File: config.mk
export PLATFORM = sky130hd
export DESIGN_NAME = phv_action_executor
export DESIGN_NICKNAME = d
export VERILOG_FILES = /design/src/rtl/phv_action_executor.sv
export SDC_FILE = /design/constraint.sdc
export NUM_CORES = 2
export LEC_CHECK = 0
export CAP_MARGIN = 20
export CORE_ASPECT_RATIO = 1.4
export CORE_MARGIN = 3
export CORE_UTILIZATION = 50
export CTS_CLUSTER_DIAMETER = 200
export DETAILED_ROUTE_END_ITERATION = 10
export GPL_TIMING_DRIVEN = 0
export PLACE_DENSITY = 0.71
export SLEW_MARGIN = 20
export SYNTH_ARGS = -nofsm -noshare
export SYNTH_HDL_FRONTEND = slang
export SYNTH_SLANG_ARGS = --single-unit
File: constraint.sdc
create_clock -name clk -period 27.1 [get_ports clk]
set_input_delay 5.42 -clock clk [delete_from_list [all_inputs] [get_ports clk]]
set_output_delay 5.42 -clock clk [all_outputs]
set_load 0.03 [all_outputs]
File: src/rtl/phv_action_executor.sv
// PHV action executor: decodes the stage result opcode, applies it, and buffers
// surviving PHVs in an elastic FIFO. Define ACTION_EXEC_STATS_EN to build counters.
module phv_action_executor #(
   parameter int PHV_WIDTH      = 512,
   parameter int METADATA_WIDTH = 64,
   parameter int PORT_WIDTH     = 8,
   parameter int FIFO_DEPTH     = 4,
   parameter int FIFO_ADDR_BITS = 2
) (
   input  logic                      clk,
   input  logic                      rst_n,
   input  logic [PORT_WIDTH-1:0]     cfg_default_port,
   input  logic                      in_valid,
   input  logic [PHV_WIDTH-1:0]      in_phv,
   input  logic [METADATA_WIDTH-1:0] in_metadata,
   input  logic [7:0]                in_action,
   output logic                      out_valid,
   input  logic                      out_ready,
   output logic [PHV_WIDTH-1:0]      out_phv,
   output logic [PORT_WIDTH-1:0]     out_egress_port,
   output logic                      out_mirror,
   output logic [FIFO_ADDR_BITS:0]   fifo_level,
   output logic [31:0]               drop_count,
   output logic [31:0]               overflow_count
);

   localparam int NW = PHV_WIDTH / 32;
   localparam logic [FIFO_ADDR_BITS:0] LVL_FULL = (FIFO_ADDR_BITS+1)'(FIFO_DEPTH);

   logic                  r_a_valid;
   logic [PHV_WIDTH-1:0]  r_a_phv;
   logic [31:0]           r_a_data;
   logic [3:0]            r_a_widx;
   logic [PORT_WIDTH-1:0] r_a_port;

   // Only the metadata fields the decoder needs are kept in stage A
   always_ff @(posedge clk or negedge rst_n) begin
      if (!rst_n) begin
         r_a_valid <= 1'b0;
         r_a_phv   <= '0;
         r_a_data  <= '0;
         r_a_widx  <= '0;
         r_a_port  <= '0;
      end else begin
         r_a_valid <= in_valid;
         if (in_valid) begin
            r_a_phv  <= in_phv;
            r_a_data <= in_metadata[63:32];
            r_a_widx <= in_metadata[19:16];
            r_a_port <= in_metadata[8 +: PORT_WIDTH];
         end
      end
   end

   logic                  w_drop;
   logic                  w_mir;
   logic [PORT_WIDTH-1:0] w_port;
   logic [PHV_WIDTH-1:0]  w_phv;

   always_comb begin
      w_drop = 1'b0;
      w_mir  = 1'b0;
      w_port = cfg_default_port;
      w_phv  = r_a_phv;
      unique case (1'b1)
         (in_action == 8'h00): w_drop = 1'b1;
         (in_action == 8'h01),
         (in_action == 8'h03): w_port = r_a_port;
         (in_action == 8'h02): begin
            for (int i = 0; i < NW; i++) begin
               if (i == int'(r_a_widx)) w_phv[32*i +: 32] = r_a_data;
            end
         end
         (in_action == 8'h04): w_mir = 1'b1;
         default: ;
      endcase
   end

   logic [PHV_WIDTH-1:0]      r_mem_phv  [FIFO_DEPTH];
   logic [PORT_WIDTH-1:0]     r_mem_port [FIFO_DEPTH];
   logic                      r_mem_mir  [FIFO_DEPTH];
   logic [FIFO_ADDR_BITS-1:0] r_wr_ptr;
   logic [FIFO_ADDR_BITS-1:0] r_rd_ptr;
   logic [FIFO_ADDR_BITS:0]   r_level;
   logic [PHV_WIDTH-1:0]      r_last_phv;
   logic [PORT_WIDTH-1:0]     r_last_port;
   logic                      r_last_mir;

   logic w_empty;
   logic w_full;
   logic w_pop;
   logic w_push_req;
   logic w_push;
   logic w_ovf;
   logic w_drop_ev;

   assign w_empty    = (r_level == '0);
   assign w_full     = (r_level == LVL_FULL);
   assign w_pop      = ~w_empty & out_ready;
   assign w_push_req = r_a_valid & ~w_drop;
   assign w_push     = w_push_req & (~w_full | w_pop);
   assign w_ovf      = w_push_req & w_full & ~w_pop;
   assign w_drop_ev  = r_a_valid & w_drop;

   always_ff @(posedge clk) begin
      if (w_push) begin
         r_mem_phv[r_wr_ptr]  <= w_phv;
         r_mem_port[r_wr_ptr] <= w_port;
         r_mem_mir[r_wr_ptr]  <= w_mir;
      end
   end

   // The popped head is remembered so outputs hold once the FIFO runs dry
   always_ff @(posedge clk or negedge rst_n) begin
      if (!rst_n) begin
         r_wr_ptr    <= '0;
         r_rd_ptr    <= '0;
         r_level     <= '0;
         r_last_phv  <= '0;
         r_last_port <= '0;
         r_last_mir  <= 1'b0;
      end else begin
         if (w_push) r_wr_ptr <= r_wr_ptr + 1'b1;
         if (w_pop) begin
            r_rd_ptr    <= r_rd_ptr + 1'b1;
            r_last_phv  <= r_mem_phv[r_rd_ptr];
            r_last_port <= r_mem_port[r_rd_ptr];
            r_last_mir  <= r_mem_mir[r_rd_ptr];
         end
         case ({w_push, w_pop})
            2'b10:   r_level <= r_level + 1'b1;
            2'b01:   r_level <= r_level - 1'b1;
            default: r_level <= r_level;
         endcase
      end
   end

   assign out_valid       = ~w_empty;
   assign fifo_level      = r_level;
   assign out_phv         = w_empty ? r_last_phv  : r_mem_phv[r_rd_ptr];
   assign out_egress_port = w_empty ? r_last_port : r_mem_port[r_rd_ptr];
   assign out_mirror      = w_empty ? r_last_mir  : r_mem_mir[r_rd_ptr];

`ifdef ACTION_EXEC_STATS_EN
   logic [31:0] r_drop_cnt;
   logic [31:0] r_ovf_cnt;

   always_ff @(posedge clk or negedge rst_n) begin
      if (!rst_n) begin
         r_drop_cnt <= '0;
         r_ovf_cnt  <= '0;
      end else begin
         if (w_drop_ev) r_drop_cnt <= r_drop_cnt + 32'd1;
         if (w_ovf)     r_ovf_cnt  <= r_ovf_cnt + 32'd1;
      end
   end

   assign drop_count     = r_drop_cnt;
   assign overflow_count = r_ovf_cnt;

   logic w_unused;
   assign w_unused = ^in_metadata;
`else
   assign drop_count     = '0;
   assign overflow_count = '0;

   logic w_unused;
   assign w_unused = ^{in_metadata, w_drop_ev, w_ovf};
`endif

endmodule

==> summary.md <==
| Metric | Value |
|---|---|
| Worst IR Drop VDD | `between 0.0001 and 0.00015 V` |
| Max-slew violation count | `0` |
| Cell area after synthesis | `around 130000 um^2` |
| Hold EP | `r_last_phv[489]` |
| Width of the die | `434 um` |
| First DRT Iteration DRCs | `between 7000 and 8000` |
| Category of cells accounting for the largest share of critical-path delay | `buffers and inverters` |
| Mean cell area of the mapped netlist | `~17 um^2` |
| Share of the synthesized area in the top cell type | `48.8%` |
| Initial core utilization | `around half` |
| Worst-margin pin slew | `about 1.3 ns` |
| Power per standard cell area | `about 120 nW/um^2` |
| Critical path buffers and inverters | `4` |
| Number of buffers added by the clock tree synthesis step | `306` |
| Crit Reg-Reg Endpoint | `r_mem_phv[3][430]` |
| Fraction of the cycle the final worst path needs | `between 30% and 40%` |
| Remaining global-route overflow | `0` |
| Final cell utilization of the core | `61.4%` |
| Max Cap Viol | `0` |
| Reg-to-reg slack, setup | `around 23 ns` |
| Final worst path period need | `roughly 10 ns` |
| Post-CTS Resized | `0` |
| TritonCTS clock tree | `built` |
| Initial antenna violation count | `between 100 and 150` |
| Post-CTS repair timing setup buffer count | `0` |
| Global placer's final weighted congestion | `between 0.8 and 0.9` |
| Proportion of power drawn by flip-flops and latches | `36.0%` |
| Kind of end point of the critical path | `output pin` |
| Path category of the worst min-delay check | `reg2reg` |
| Worst Hold Path Cells | `2` |
| Normalized max-slew margin | `14.2%` |
| Slowest cell delay on critical path | `between 0.8 and 0.9 ns` |
| IO buf count | `1100` |
| Number of distinct library cells after synthesis | `33` |
| Detailed-route wire length | `407 mm` |
| Global-route usage over all layers | `between 30% and 40%` |
| Number of global-route vias before repair | `roughly 77000` |
| DRC violation count after routing | `0` |
| Wire length of the first global-routing pass | `approximately 560 mm` |
| Result of the run | `complete, no violations` |
| Relative contribution of the clock network to total power | `23.0%` |
| Number of placement rows | `around 220` |
| Internal power summed over all cells | `12000 uW` |
| Core Footprint | `between 200000 and 300000 um^2` |
| CP Launch Type | `flop` |
| Count of warnings emitted by yosys | `0` |
| Most frequently used cell type in the post-synthesis netlist | `sky130_fd_sc_hd__edfxtp_1` |
| Sequential fraction of the synthesis area | `between 60 and 70%` |
| Total cell area at the placement stage | `~150000 um^2` |
| DR pass1 iterations | `6` |
| Sum of net half-perimeters after detailed placement | `roughly 290 mm` |
| Number of synthesized register bits | `3169` |
| Hold-fix buffers, CTS | `0` |
| Number of cell instances on the worst register-to-register path | `9` |
| Leak pwr | `between 0.05 and 0.06 uW` |
| Net switching component of the power | `just under 7000 uW` |
| Buffer type at the clock tree root | `sky130_fd_sc_hd__clkbuf_16` |
| Switch share | `36.7%` |
| Most numerous cell types in the synthesized netlist | `2084 x sky130_fd_sc_hd__edfxtp_1, 1575 x sky130_fd_sc_hd__mux2_2, 1566 x sky130_fd_sc_hd__nand2_1, 1085 x sky130_fd_sc_hd__dfrtp_1, 521 x sky130_fd_sc_hd__mux4_2` |
| Arrival time reported for the critical path endpoint | `approximately 4.9 ns` |
| Average wire per cell in the routed design | `~32 um` |
| Beginning of the worst hold path | `r_last_phv[489]` |
| Number of levels the H-tree was split into | `5` |
| Die area | `~260000 um^2` |
| Layout Area Growth over Synthesis | `22.1%` |
| Top cells by area, synth | `sky130_fd_sc_hd__edfxtp_1 49%, sky130_fd_sc_hd__dfrtp_1 21%, sky130_fd_sc_hd__mux2_2 14%, sky130_fd_sc_hd__mux4_2 9.1%, sky130_fd_sc_hd__nand2_1 4.6%` |
| Clock net sink count | `approximately 3200` |
| Filler cell count in the final layout | `about 19000` |
| Worst hold slack after final layout | `between 0.4 and 0.5 ns` |
| Vertical die dimension | `605 um` |
| Worst Skew | `about 0.06 ns` |
| Post-route ant nets | `0` |
| Layout net count | `9587` |
| Setup total negative slack | `0 ns` |
| Buffer depth of the longest clock path | `4` |
| Share of power burned in combinational logic | `41.0%` |
| Pin count of the biggest net entering global routing | `around 140` |
| Synth async-reset ratio | `34.2%` |
| Clock-pin slew of the registers on the worst-case setup and hold paths | `around 0.07 ns` |
| RSZ-0062 raised after global routing | `no` |
| Top cell type by total area after synthesis | `sky130_fd_sc_hd__edfxtp_1` |
| Clock insertion delay at the later pin of the skew report | `roughly 0.88 ns` |
| Design Area, Final | `157000 um^2` |
| Max FO, Critical Path | `10` |
| EDFF count, synth | `between 2000 and 2500` |
| Count of boundary I/O pins | `approximately 1200` |
| Avg Vias per Cell | `~6` |
| Startpoint of the most critical register-to-register path | `r_a_valid` |
| Hold Vio Cnt, Final | `0` |
| Dominant register cell in the synthesized netlist | `sky130_fd_sc_hd__edfxtp_1` |
| Upper clock frequency limit | `between 0.09 and 0.1 GHz` |
| Critical Path, Cell by Cell | `or3_1 -> clkbuf_2 -> clkbuf_1 -> clkbuf_1 -> mux2_2 -> clkdlybuf4s50_1` |
| Vias post-DR | `around 74000` |
| Share of final-layout standard cells stronger than drive strength 1 | `31.9%` |
| Worst path required time | `between 20 and 25 ns` |
| Setup violators final | `0` |
| Critical-path top delay cell | `sky130_fd_sc_hd__clkbuf_1` |
| Synth Instances | `approximately 7400` |
| Cell occurring most often along the worst timing path | `sky130_fd_sc_hd__clkbuf_1` |
| Critical path start-end classification | `reg2out` |
==> cells in the final DEF (no fill, tap or decap), types with 30 or more instances in the layout <==
cell type and n:
sky130_fd_sc_hd__mux2_2 1575, sky130_fd_sc_hd__mux4_2 521, sky130_fd_sc_hd__dfrtp_1 1064, sky130_fd_sc_hd__diode_2 90, sky130_fd_sc_hd__nand2_1 1566, sky130_fd_sc_hd__buf_2 118
sky130_fd_sc_hd__clkbuf_2 46, sky130_fd_sc_hd__clkbuf_1 282, sky130_fd_sc_hd__clkbuf_16 312, sky130_fd_sc_hd__clkbuf_8 40, sky130_fd_sc_hd__edfxtp_1 2084, sky130_fd_sc_hd__clkdlybuf4s50_1 1099
sky130_fd_sc_hd__buf_12 52, sky130_fd_sc_hd__conb_1 64, sky130_fd_sc_hd__buf_16 52, sky130_fd_sc_hd__buf_4 76, sky130_fd_sc_hd__clkinv_1 31, sky130_fd_sc_hd__buf_1 30
sky130_fd_sc_hd__clkinv_2 48
==> cell families after synthesis <==
| kind of cell | share of synthesized area, % |
|---|---|
| simple gates | 4.86 |
| other cells | 0.00292 |
| buf+inv | 1.88 |
| mux | 23.2 |
| xor+xnor | 0.0341 |
| flops | 70.0 |
| fa+ha+maj | 0.0546 |
| compound gates | 0.0263 |
==> how the worst max path moves through the flow <==
| stage | from | end | slack [ns] | depth (start not counted) |
|---|---|---|---|---|
| 3_5_place_dp | in_action[0] | r_mem_phv[3][400] | 17.36 | 10 |
| 6_report | fifo_level[0] | out_phv[147] | 16.81 | 6 |
| 5_1_grt | fifo_level[0] | out_phv[339] | 16.69 | 6 |
| 3_3_place_gp | rst_n | r_last_phv[424] | -33.73 | 1 |
| 2_1_floorplan | in_action[2] | r_mem_mir[0] | 8.32 | 4 |
| 4_1_cts | r_rd_ptr[1] | out_phv[119] | 16.46 | 6 |
==> cell type report <==
type,count,area (um^2),share of cell area (%)
flip-flops and latches,3169,89800,57.3
diodes,90,225,0.144
repair buffers,1204,13500,8.61
plain buffers,499,2450,1.57
inverters,4,15.0,0.00959
multi-input cells,3802,36400,23.2
clock buffers,416,8600,5.49
well taps,3315,4150,2.65
clock inverters,140,1540,0.983
==> worst register-to-register path: stages, from the launching register on <==
cell                      delay, ns
sky130_fd_sc_hd__dfrtp_1       0.32
sky130_fd_sc_hd__inv_1         0.05
sky130_fd_sc_hd__a31oi_2       0.69
sky130_fd_sc_hd__o41a_1        0.53
sky130_fd_sc_hd__and2_4        0.55
sky130_fd_sc_hd__buf_16        0.31
sky130_fd_sc_hd__buf_16        0.33
sky130_fd_sc_hd__buf_12        0.32
sky130_fd_sc_hd__buf_16        0.31
sky130_fd_sc_hd__buf_12        0.32
==> routing by layer <==
layer / GRT usage [%] / vias up / wire length [um]
met5: 0 / - / 568
met4: 18.6 / 86 / 27400
met3: 8.77 / 844 / 39700
met2: 49.4 / 3614 / 198000
met1: 36.3 / 38854 / 141000
li1: - / 30844 / -
==> flip-flops by register name, indices dropped and copies added (netlist names) <==
name	count
r_last_port	8
r_a_port	8
r_last_mir	1
r_a_data	32
r_rd_ptr	2
r_mem_phv	2048
fifo_level	3
r_a_widx	4
r_a_phv	512
r_mem_port	32
r_last_phv	512
r_wr_ptr	2
r_a_valid	1
r_mem_mir	4
==> power by group through the flow <==
stage | Sequential [uW] | Combinational, uW | Clock [uW]
finish | 6810 | 7760 | 4360
global route | 6890 | 8120 | 4600
CTS | 6800 | 7810 | 4410
detailed placement | 6890 | 7750 | 0
global placement | 7650 | 7510 | 0
floorplan | 7110 | 4490 | 0
==> through the flow <==
| stage | worst slack, ns | cells | total power, uW |
|---|---|---|---|
| after floorplan | 8.32 | 7474 | 11600 |
| after global placement | -33.73 | 11889 | 15200 |
| after detailed placement | 17.36 | 11993 | 14600 |
| after CTS | 16.46 | 12549 | 19000 |
| after global routing | 16.69 | 12562 | 19600 |
| final | 16.81 | 12639 | 18900 |
No activity file was read; power rests on OpenSTA's default activity.
